[config.mk]
export PLATFORM = sky130hd
export DESIGN_NAME = irq_coalescer
export DESIGN_NICKNAME = d
export VERILOG_FILES = /design/src/rtl/irq_coalescer_pkg.sv /design/src/rtl/irq_coalesce_channel.sv /design/src/rtl/irq_coalescer.sv
export SDC_FILE = /design/constraint.sdc
export NUM_CORES = 1
export LEC_CHECK = 0
export BUFFER_PORTS_ARGS = -buffer_cell sky130_fd_sc_hd__buf_4
export CAP_MARGIN = 20
export CORE_MARGIN = 1
export CORE_UTILIZATION = 45
export CTS_BUF_LIST = sky130_fd_sc_hd__clkbuf_4 sky130_fd_sc_hd__clkbuf_8
export CTS_CLUSTER_DIAMETER = 50
export DETAILED_ROUTE_END_ITERATION = 8
export SYNTH_ARGS = -nofsm -noshare
export SYNTH_HDL_FRONTEND = slang
export SYNTH_SLANG_ARGS = --single-unit
[constraint.sdc]
create_clock -name clk -period 2.9 [get_ports clk]
set_input_delay 0.58 -clock clk [delete_from_list [all_inputs] [get_ports clk]]
set_output_delay 0.58 -clock clk [all_outputs]
set_load 0.05 [all_outputs]
[src/rtl/irq_coalescer_pkg.sv]
// irq_coalescer_pkg: shared channel state type for the interrupt coalescer
package irq_coalescer_pkg;
  typedef enum logic [1:0] {IDLE, ACCUM, FIRE, HOLD} coal_state_t;
endpackage

[src/rtl/irq_coalesce_channel.sv]
// irq_coalesce_channel: one channel's batch FSM, saturating counter, timeout timer and last_count
// Ports: clk/reset_n clock and async active-low reset; event_in/chan_en strobe and enable;
// threshold/timeout shared batch controls; irq_out batch pulse; last_count size of last batch.
module irq_coalesce_channel
  import irq_coalescer_pkg::*;
#(
  parameter int CNT_WIDTH = 8,
  parameter int TMR_WIDTH = 16
) (
  input  logic                 clk,
  input  logic                 reset_n,
  input  logic                 event_in,
  input  logic                 chan_en,
  input  logic [CNT_WIDTH-1:0] threshold,
  input  logic [TMR_WIDTH-1:0] timeout,
  output logic                 irq_out,
  output logic [CNT_WIDTH-1:0] last_count
);
  coal_state_t          r_state;
  coal_state_t          w_state_nxt;
  logic [CNT_WIDTH-1:0] r_cnt;
  logic [TMR_WIDTH-1:0] r_tmr;
  logic [CNT_WIDTH-1:0] r_last;
  logic [CNT_WIDTH-1:0] w_cnt_nxt;
  logic [CNT_WIDTH-1:0] w_thr;
  logic                 w_ev;
  logic                 w_hit;
  logic                 w_tmo;
  logic                 w_fire;
  assign w_ev      = event_in & chan_en;
  assign w_cnt_nxt = (&r_cnt) ? r_cnt : r_cnt + CNT_WIDTH'(w_ev);
  assign w_thr     = (threshold == '0) ? CNT_WIDTH'(1) : threshold;
  assign w_hit     = w_cnt_nxt >= w_thr;
  assign w_tmo     = (timeout != '0) && (r_tmr == timeout - TMR_WIDTH'(1));
  // FIRE never re-fires; only ACCUM honours the timeout, other states fire on count alone
  assign w_fire    = chan_en && (r_state == ACCUM ? (w_hit || w_tmo) : (r_state != FIRE) && w_hit);
  always_comb begin
    w_state_nxt = !chan_en ? IDLE :
                  w_fire ? FIRE :
                  (r_state == FIRE) ? HOLD :
                  (w_cnt_nxt != '0) ? ACCUM : IDLE;
  end
  always_ff @(posedge clk or negedge reset_n) begin
    if (!reset_n) begin
      r_state <= IDLE;
      r_cnt   <= '0;
      r_tmr   <= '0;
      r_last  <= '0;
    end else begin
      r_state <= w_state_nxt;
      r_cnt   <= (!chan_en || w_fire) ? '0 : w_cnt_nxt;
      r_tmr   <= (r_state == ACCUM && w_state_nxt == ACCUM) ? r_tmr + TMR_WIDTH'(1) : '0;
      r_last  <= w_fire ? w_cnt_nxt : r_last;
    end
  end
  assign irq_out    = (r_state == FIRE);
  assign last_count = r_last;
endmodule

[src/rtl/irq_coalescer.sv]
// irq_coalescer: per-source event coalescer emitting one spaced pulse per batch
// Ports: clk/reset_n clock and async active-low reset; event_in/chan_en per-channel strobes and
// enables; threshold/timeout shared controls; irq_out pulses; last_count flattened batch sizes.
module irq_coalescer #(
  parameter int NUM_SOURCES = 8,
  parameter int CNT_WIDTH   = 8,
  parameter int TMR_WIDTH   = 16
) (
  input  logic                             clk,
  input  logic                             reset_n,
  input  logic [NUM_SOURCES-1:0]           event_in,
  input  logic [NUM_SOURCES-1:0]           chan_en,
  input  logic [CNT_WIDTH-1:0]             threshold,
  input  logic [TMR_WIDTH-1:0]             timeout,
  output logic [NUM_SOURCES-1:0]           irq_out,
  output logic [NUM_SOURCES*CNT_WIDTH-1:0] last_count
);
  for (genvar i = 0; i < NUM_SOURCES; i++) begin : g_ch
    irq_coalesce_channel #(.CNT_WIDTH(CNT_WIDTH), .TMR_WIDTH(TMR_WIDTH)) u_ch (
      .clk        (clk),
      .reset_n    (reset_n),
      .event_in   (event_in[i]),
      .chan_en    (chan_en[i]),
      .threshold  (threshold),
      .timeout    (timeout),
      .irq_out    (irq_out[i]),
      .last_count (last_count[i*CNT_WIDTH +: CNT_WIDTH])
    );
  end
endmodule

==> results.md, run 1 <==
- Worst Clk Skew: approximately 33 ps
- Synth async-reset ratio: 100%
- EDFF count, synth: 0
- Global-route wire length before repair: 98.8 mm
- Die X-Extent: 209 µm
- Total GRT Usage: 28.7%
- DR vias: ~18000
- DR vias/cell: 5.81
- Initial DRT Pass Iterations: 5
- Worst-Margin Slew: 628 ps
- Count leader, synth: dfrtp_1
- Fin crit share: 103%
- Routed wire length: between 60 and 70 mm
- Fin. max-slew vios: 0
- Antenna diode count: 0
- Crit path arrival time: 3500 ps
- Sequential-to-total area share from yosys stat: 35.4%
- Most frequent cells after synthesis: 272 x dfrtp_1, 151 x nand2_1, 127 x xnor2_1
- Pin count of the biggest net entering global routing: 65
- Final GP Congestion: approximately 0.95
- Fin. Hold Viols: 0
- Hold crit path type: in -> reg
- Synth warn: 0
- Clock Tree Buf Depth: 3
- Final setup violation count: 22
- Vias in the first global route: 17985
- Clk_lat worst skew: 650 ps
- Outcome: finished with violations
- Synthesized area per cell: roughly 9.3 µm²
- Ys flop type: dfrtp_1
- Place WS: -896 ps
- Die span in y: 209 µm
- Finished Cell Area: ~27000 µm²
- Max VDD drop: 0.287 mV
- Nets: between 2000 and 3000
- Failing checks: negative setup slack
- Syn Std Cell Area: between 15000 and 20000 µm²
- Max_slew headroom: 58.1%
- Area Growth Syn to Fin: 42.5%
- CTS Buf Count: 50
- Clock-pin slew on the worst setup and hold paths: around 60 ps
- Core footprint: 42000 µm²
- # rows: 75
- Boundary Pins: 114
- Synth area leaders: dfrtp_1 35%, ha_1 5.8%, xnor2_1 5.8%, xor2_1 4.5%, nor4_1 3.2%
- Post-synth top area share: 35.4%
- Grt ovf: 0
- DP HPWL: between 40 and 50 mm
- RSZ-0062 raised after global routing: true
- Total die area: 43500 µm²
- Leakage: ~0.012 µW
- Routed wire per std cell: 20.4 µm
- Fin crit period: 2990 ps
- Max Cap Viol: 0
- Critical Path Source Type: flop
- Syn_nets: 2207
- Starting Density: a little under half
- Clk sinks: 272
- CP max FO: 3
- Power Density: between 300 and 400 nW/µm²
- Root Driver: clkbuf_8
- Cell Area, Placed: 23900 µm²
- Syn Inst Count: 2076
- CTS tree: yes
- H-Tree Depth: 2
- Crit end category: flop
- Seq cells post-synth: 272
- Iter 0 DRT Violations: 1436
- Largest area contributor in the netlist: dfrtp_1
- Min Hold Slack: roughly 330 ps
- Antenna violations before repair: 0
- Routed Antenna Nets: 0
- IO buf count: 113
- Proportion of layout cells with a drive suffix above 1: 39.0%
- Number of distinct library cells after synthesis: 96
- FMAX: about 330 MHz
- Final worst slack: -91.5 ps
- WP data required: 3410 ps
- Crit Path Class: reg -> reg
- DR DRC count: 0
-- stage by stage --
stage	power [µW]	std cells	TNS (ps)	util (%)
after global placement	5940	2983	-176670	56.9
after detailed placement	5970	2983	-187210	56.9
after global routing	10600	3165	-5470	65.1
after floorplan	5140	2076	-87460	-
final	10200	3165	-784	65.1
after CTS	10100	3119	-435	61.5
-- final timing paths --
path	start	endpoint	slack, ps	cells after the start
max	g_ch[5].u_ch.r_cnt[0]	g_ch[5].u_ch.last_count[4]	-90	19
min reg2reg	g_ch[3].u_ch.last_count[5]	g_ch[3].u_ch.last_count[5]	510	1
max in group asynchronous	reset_n	g_ch[2].u_ch.r_cnt[2]	1620	3
min	chan_en[1]	g_ch[1].u_ch.r_cnt[5]	330	4
min in group asynchronous	reset_n	g_ch[6].u_ch.r_tmr[12]	510	2
max reg2reg	g_ch[5].u_ch.r_cnt[0]	g_ch[5].u_ch.last_count[4]	-90	19
-- worst max-delay path: stages (launching register included) --
cell	delay [ps]
dfrtp_1	410
ha_4	180
ha_4	150
and3_4	190
xor2_1	140
nor2_1	140
inv_1	100
buf_4	140
buf_6	110
buf_4	130
buf_4	120
buf_4	120
buf_4	120
buf_4	120
buf_4	120
buf_4	120
buf_4	140
nor2_4	70
and4_1	200
a211oi_2	40
-- layout by cell type, fill, tap and decap left out, types with 33 or more instances in the layout --
master / count
nor3_1: 69
buf_4: 524
nor2b_1: 36
and3_1: 59
xnor2_1: 119
dfrtp_1: 269
a21oi_1: 36
ha_1: 63
nor3_2: 35
buf_12: 33
nand2b_1: 35
inv_1: 60
nand3_1: 96
nand2_1: 144
xor2_1: 89
clkbuf_8: 57
nor2_1: 111
nor4_1: 67
o21ai_0: 36
-- timing repair --
item | in CTS | in global routing
hold endpoints to repair | 60 | 0
hold buffers | 1 | 0
resized for setup | 76 | 214
pin swaps | 35 | 93
setup endpoints to repair | 164 | 244
cloned | 4 | 6
buffers inserted | 48 | 46
-- logic make-up (layout without fill, tap and decap cells) --
| family | after synthesis | in the layout | synth area share (%) |
|---|---|---|---|
| fa+ha+maj | 89 | 89 | 5.80 |
| xor+xnor | 253 | 253 | 13.5 |
| buf+inv | 199 | 748 | 4.42 |
| simple gates | 910 | 911 | 25.9 |
| flops | 272 | 272 | 35.4 |
| mux | 49 | 49 | 3.10 |
| compound gates | 304 | 304 | 11.9 |
-- registers in the layout, indices dropped and copies added (netlist names) --
register and cells:
g_ch.u_ch.r_tmr 128, g_ch.u_ch.last_count 64, g_ch.u_ch.r_cnt 64, g_ch.u_ch.r_state 16
-- per-layer routing --
metal | vias up | wire length (µm) | track usage (%)
li1 | 8610 | - | -
met1 | 9086 | 28800 | 39.8
met2 | 562 | 29900 | 45.6
met3 | 143 | 3610 | 4.63
met4 | 0 | 2080 | 9.56
met5 | - | 0 | 0
-- cell type report --
cell class / count / area [µm²]
Sequential cell: 272 / 6810
Inverter: 65 / 254
Fill cell: 3398 / 14700
Clock inverter: 9 / 128
Multi-Input combinational cell: 1606 / 13400
Clock buffer: 77 / 935
Tap cell: 539 / 674
Timing Repair Buffer: 597 / 5160
-- where the power goes --
| part | leakage (µW) | internal, µW | switching (µW) |
|---|---|---|---|
| clock network | 0.000569 | 2310 | 1680 |
| logic | 0.00820 | 937 | 1280 |
| registers | 0.00368 | 3910 | 83.0 |
| total | 0.0125 | 7160 | 3040 |
No activity file was read; power rests on OpenSTA's default activity.
==> run 2: changes to the inputs <==
--- a/config.mk
+++ b/config.mk
@@ -12,6 +12,8 @@
 export CTS_BUF_LIST = sky130_fd_sc_hd__clkbuf_4 sky130_fd_sc_hd__clkbuf_8
 export CTS_CLUSTER_DIAMETER = 50
 export DETAILED_ROUTE_END_ITERATION = 8
+export GPL_TIMING_DRIVEN = 0
+export REMOVE_ABC_BUFFERS = 1
 export SYNTH_ARGS = -nofsm -noshare
 export SYNTH_HDL_FRONTEND = slang
 export SYNTH_SLANG_ARGS = --single-unit
==> run 2 against run 1 <==
Net effect: the run still ends with negative setup slack left; hold slack got worse by 88 ps; largest cell class unchanged; global-route usage shrank 0.38 points; final area shrank 2.5%; first-iteration DRC count increased by 12%; register-to-register slack got worse by 20 ps; sequential power about the same; non-clock buffer count decreased by 207; largest power group is now clock.
==> results.md, run 2 (synthesized netlist as in run 1, its figures left out) <==
- Final worst slack: -190 ps
- Max_slew headroom: 34.4%
- Fin crit share: 107%
- CP peak stage delay: 570 ps
- Global-route wire length before repair: 97.8 mm
- Max reg flops: 128
- Outcome: finished with violations
- Most common cell after layout, fill and taps aside: buf_4
- FMAX: 324 MHz
- Routed wire per std cell: 21.9 µm
- DR vias: 18152
- Clock-pin slew on the worst setup and hold paths: approximately 50 ps
- Routed wire length: 65.2 mm
- Crit path arrival time: 3590 ps
- Starting Density: 45.7%
- FILL cells: ~3300
- Area Growth Syn to Fin: 38.9%
- Clk sinks: 272
- Pin count of the biggest net entering global routing: 117
- Failing checks: negative setup slack
- Fin. max-slew vios: 0
- Final GP Congestion: 0.901
- Nets: 2526
- Sequential cell area: 6830 µm²
- Min Hold Slack: 240 ps
- Worst path top cell family by delay: simple AND/OR/NAND/NOR gates
- Antenna violations before repair: 0
- Die span in y: approximately 210 µm
- Max VDD drop: 0.279 mV
- Clk_lat worst skew: approximately 630 ps
- Antenna diode count: 0
- Die X-Extent: 209 µm
- Most frequent cells in the layout: 297 x buf_4, 251 x dfrtp_1, 141 x nand2_1
- Fin crit period: 3090 ps
- Setup_tns: -7250 ps
- IO buf count: 113
- CP max FO: 8
- Final setup violation count: 92
- Initial DRT Pass Iterations: 5
- Fin. Hold Viols: 0
- WP data required: about 3400 ps
- CTS tree: yes
- Worst path slowest cell: or4_4
- Worst-Margin Slew: 985 ps
- CTS Buf Count: 52
- Multi-input combinational cell area: 14100 µm²
- # rows: 75
- Most flops, register: g_ch.u_ch.r_tmr
- Worst Clk Skew: 17.9 ps
- Proportion of layout cells with a drive suffix above 1: 38.2%
- Worst-path cell chain: buf_16 > or4_4 > buf_6 > nor4_4 > buf_4 > xor3_1 > a2111o_1 > or4_4 > buf_12 > o2111ai_4 > buf_12 > nor2_4
- Clock Tree Buf Depth: 3
- RSZ-0062 raised after global routing: true
- DP HPWL: slightly below 40 mm
- Max Cap Viol: 0
- CP Buf/Inv Count: 5
- Routed Antenna Nets: 0
- DR DRC count: 0
- Finished Cell Area: 26700 µm²
- Critical Path Source Type: input pin
- Total die area: 43500 µm²
- Root Driver: clkbuf_8
- Crit Path Class: in -> reg
- Leakage: 0.0116 µW
- Boundary Pins: 114
- Vias in the first global route: 17407
- Core Util, Final: between 60% and 70%
- Hold crit path type: in -> reg
- Crit end category: flop
- Grt ovf: 0
- Iter 0 DRT Violations: 1602
- H-Tree Depth: 2
- Power Density: 387 nW/µm²
- Cell Area, Placed: between 20000 and 25000 µm²
- Total GRT Usage: between 20% and 30%
- Core footprint: 42000 µm²
- DR vias/cell: 6.10
[run 2: final timing paths]
path	endpoint	slack (ps)	from	cells after the start
worst max-delay path	g_ch[2].u_ch.r_tmr[8]	-190	timeout[6]	12
worst min-delay path	g_ch[5].u_ch.r_cnt[2]	240	chan_en[5]	3
worst max register to register	g_ch[7].u_ch.r_tmr[1]	-110	g_ch[7].u_ch.r_cnt[0]	15
worst min register to register	g_ch[1].u_ch.last_count[3]	510	g_ch[1].u_ch.last_count[3]	1
max in group asynchronous	g_ch[3].u_ch.r_cnt[1]	1270	reset_n	3
min in group asynchronous	g_ch[6].u_ch.last_count[4]	550	reset_n	2
[run 2: stage by stage]
stage,std cells,setup WS [ps],total power [µW]
after floorplan,1942,-1600,4970
after detailed placement,2608,-2850,5600
after CTS,2876,-186,10200
final,2974,-190,10300
after global placement,2594,-4420,5550
after global routing,2974,-263,10700
[run 2: tightest hold or removal path: stages]
cell and delay, ps:
buf_4 140, nand3_1 70, nor2_1 40
[run 2: where the power goes]
part           internal, µW  switching (µW)  total [µW]
registers              3910            89.4        4000
clock network          2550            1730        4280
logic                   775            1290        2060
total                  7240            3100       10300
[run 2: cell type report]
class / count / share of cell area, %
multi-input cells: 1614 / 52.9
clock inverters: 10 / 0.478
inverters: 65 / 0.985
well taps: 539 / 2.53
flip-flops and latches: 272 / 25.6
repair buffers: 390 / 13.6
clock buffers: 84 / 3.93
[run 2: metal layers]
metal	GRT usage, %	up-vias	part of all wire (%)
met3	5.71	192	7.6
li1	-	8244	-
met4	10.8	0	3.7
met2	44.4	733	47
met5	0	-	0
met1	38.5	8983	42
[run 2: what timing repair did]
| item | in CTS | in global routing |
|---|---|---|
| endpoints found under the hold margin | 73 | 0 |
| pin swaps | 117 | 136 |
| gates resized for setup | 293 | 324 |
| gates cloned | 11 | 8 |
| hold buffers | 1 | 0 |
| setup endpoints to repair | 272 | 271 |
| setup buffers | 164 | 99 |
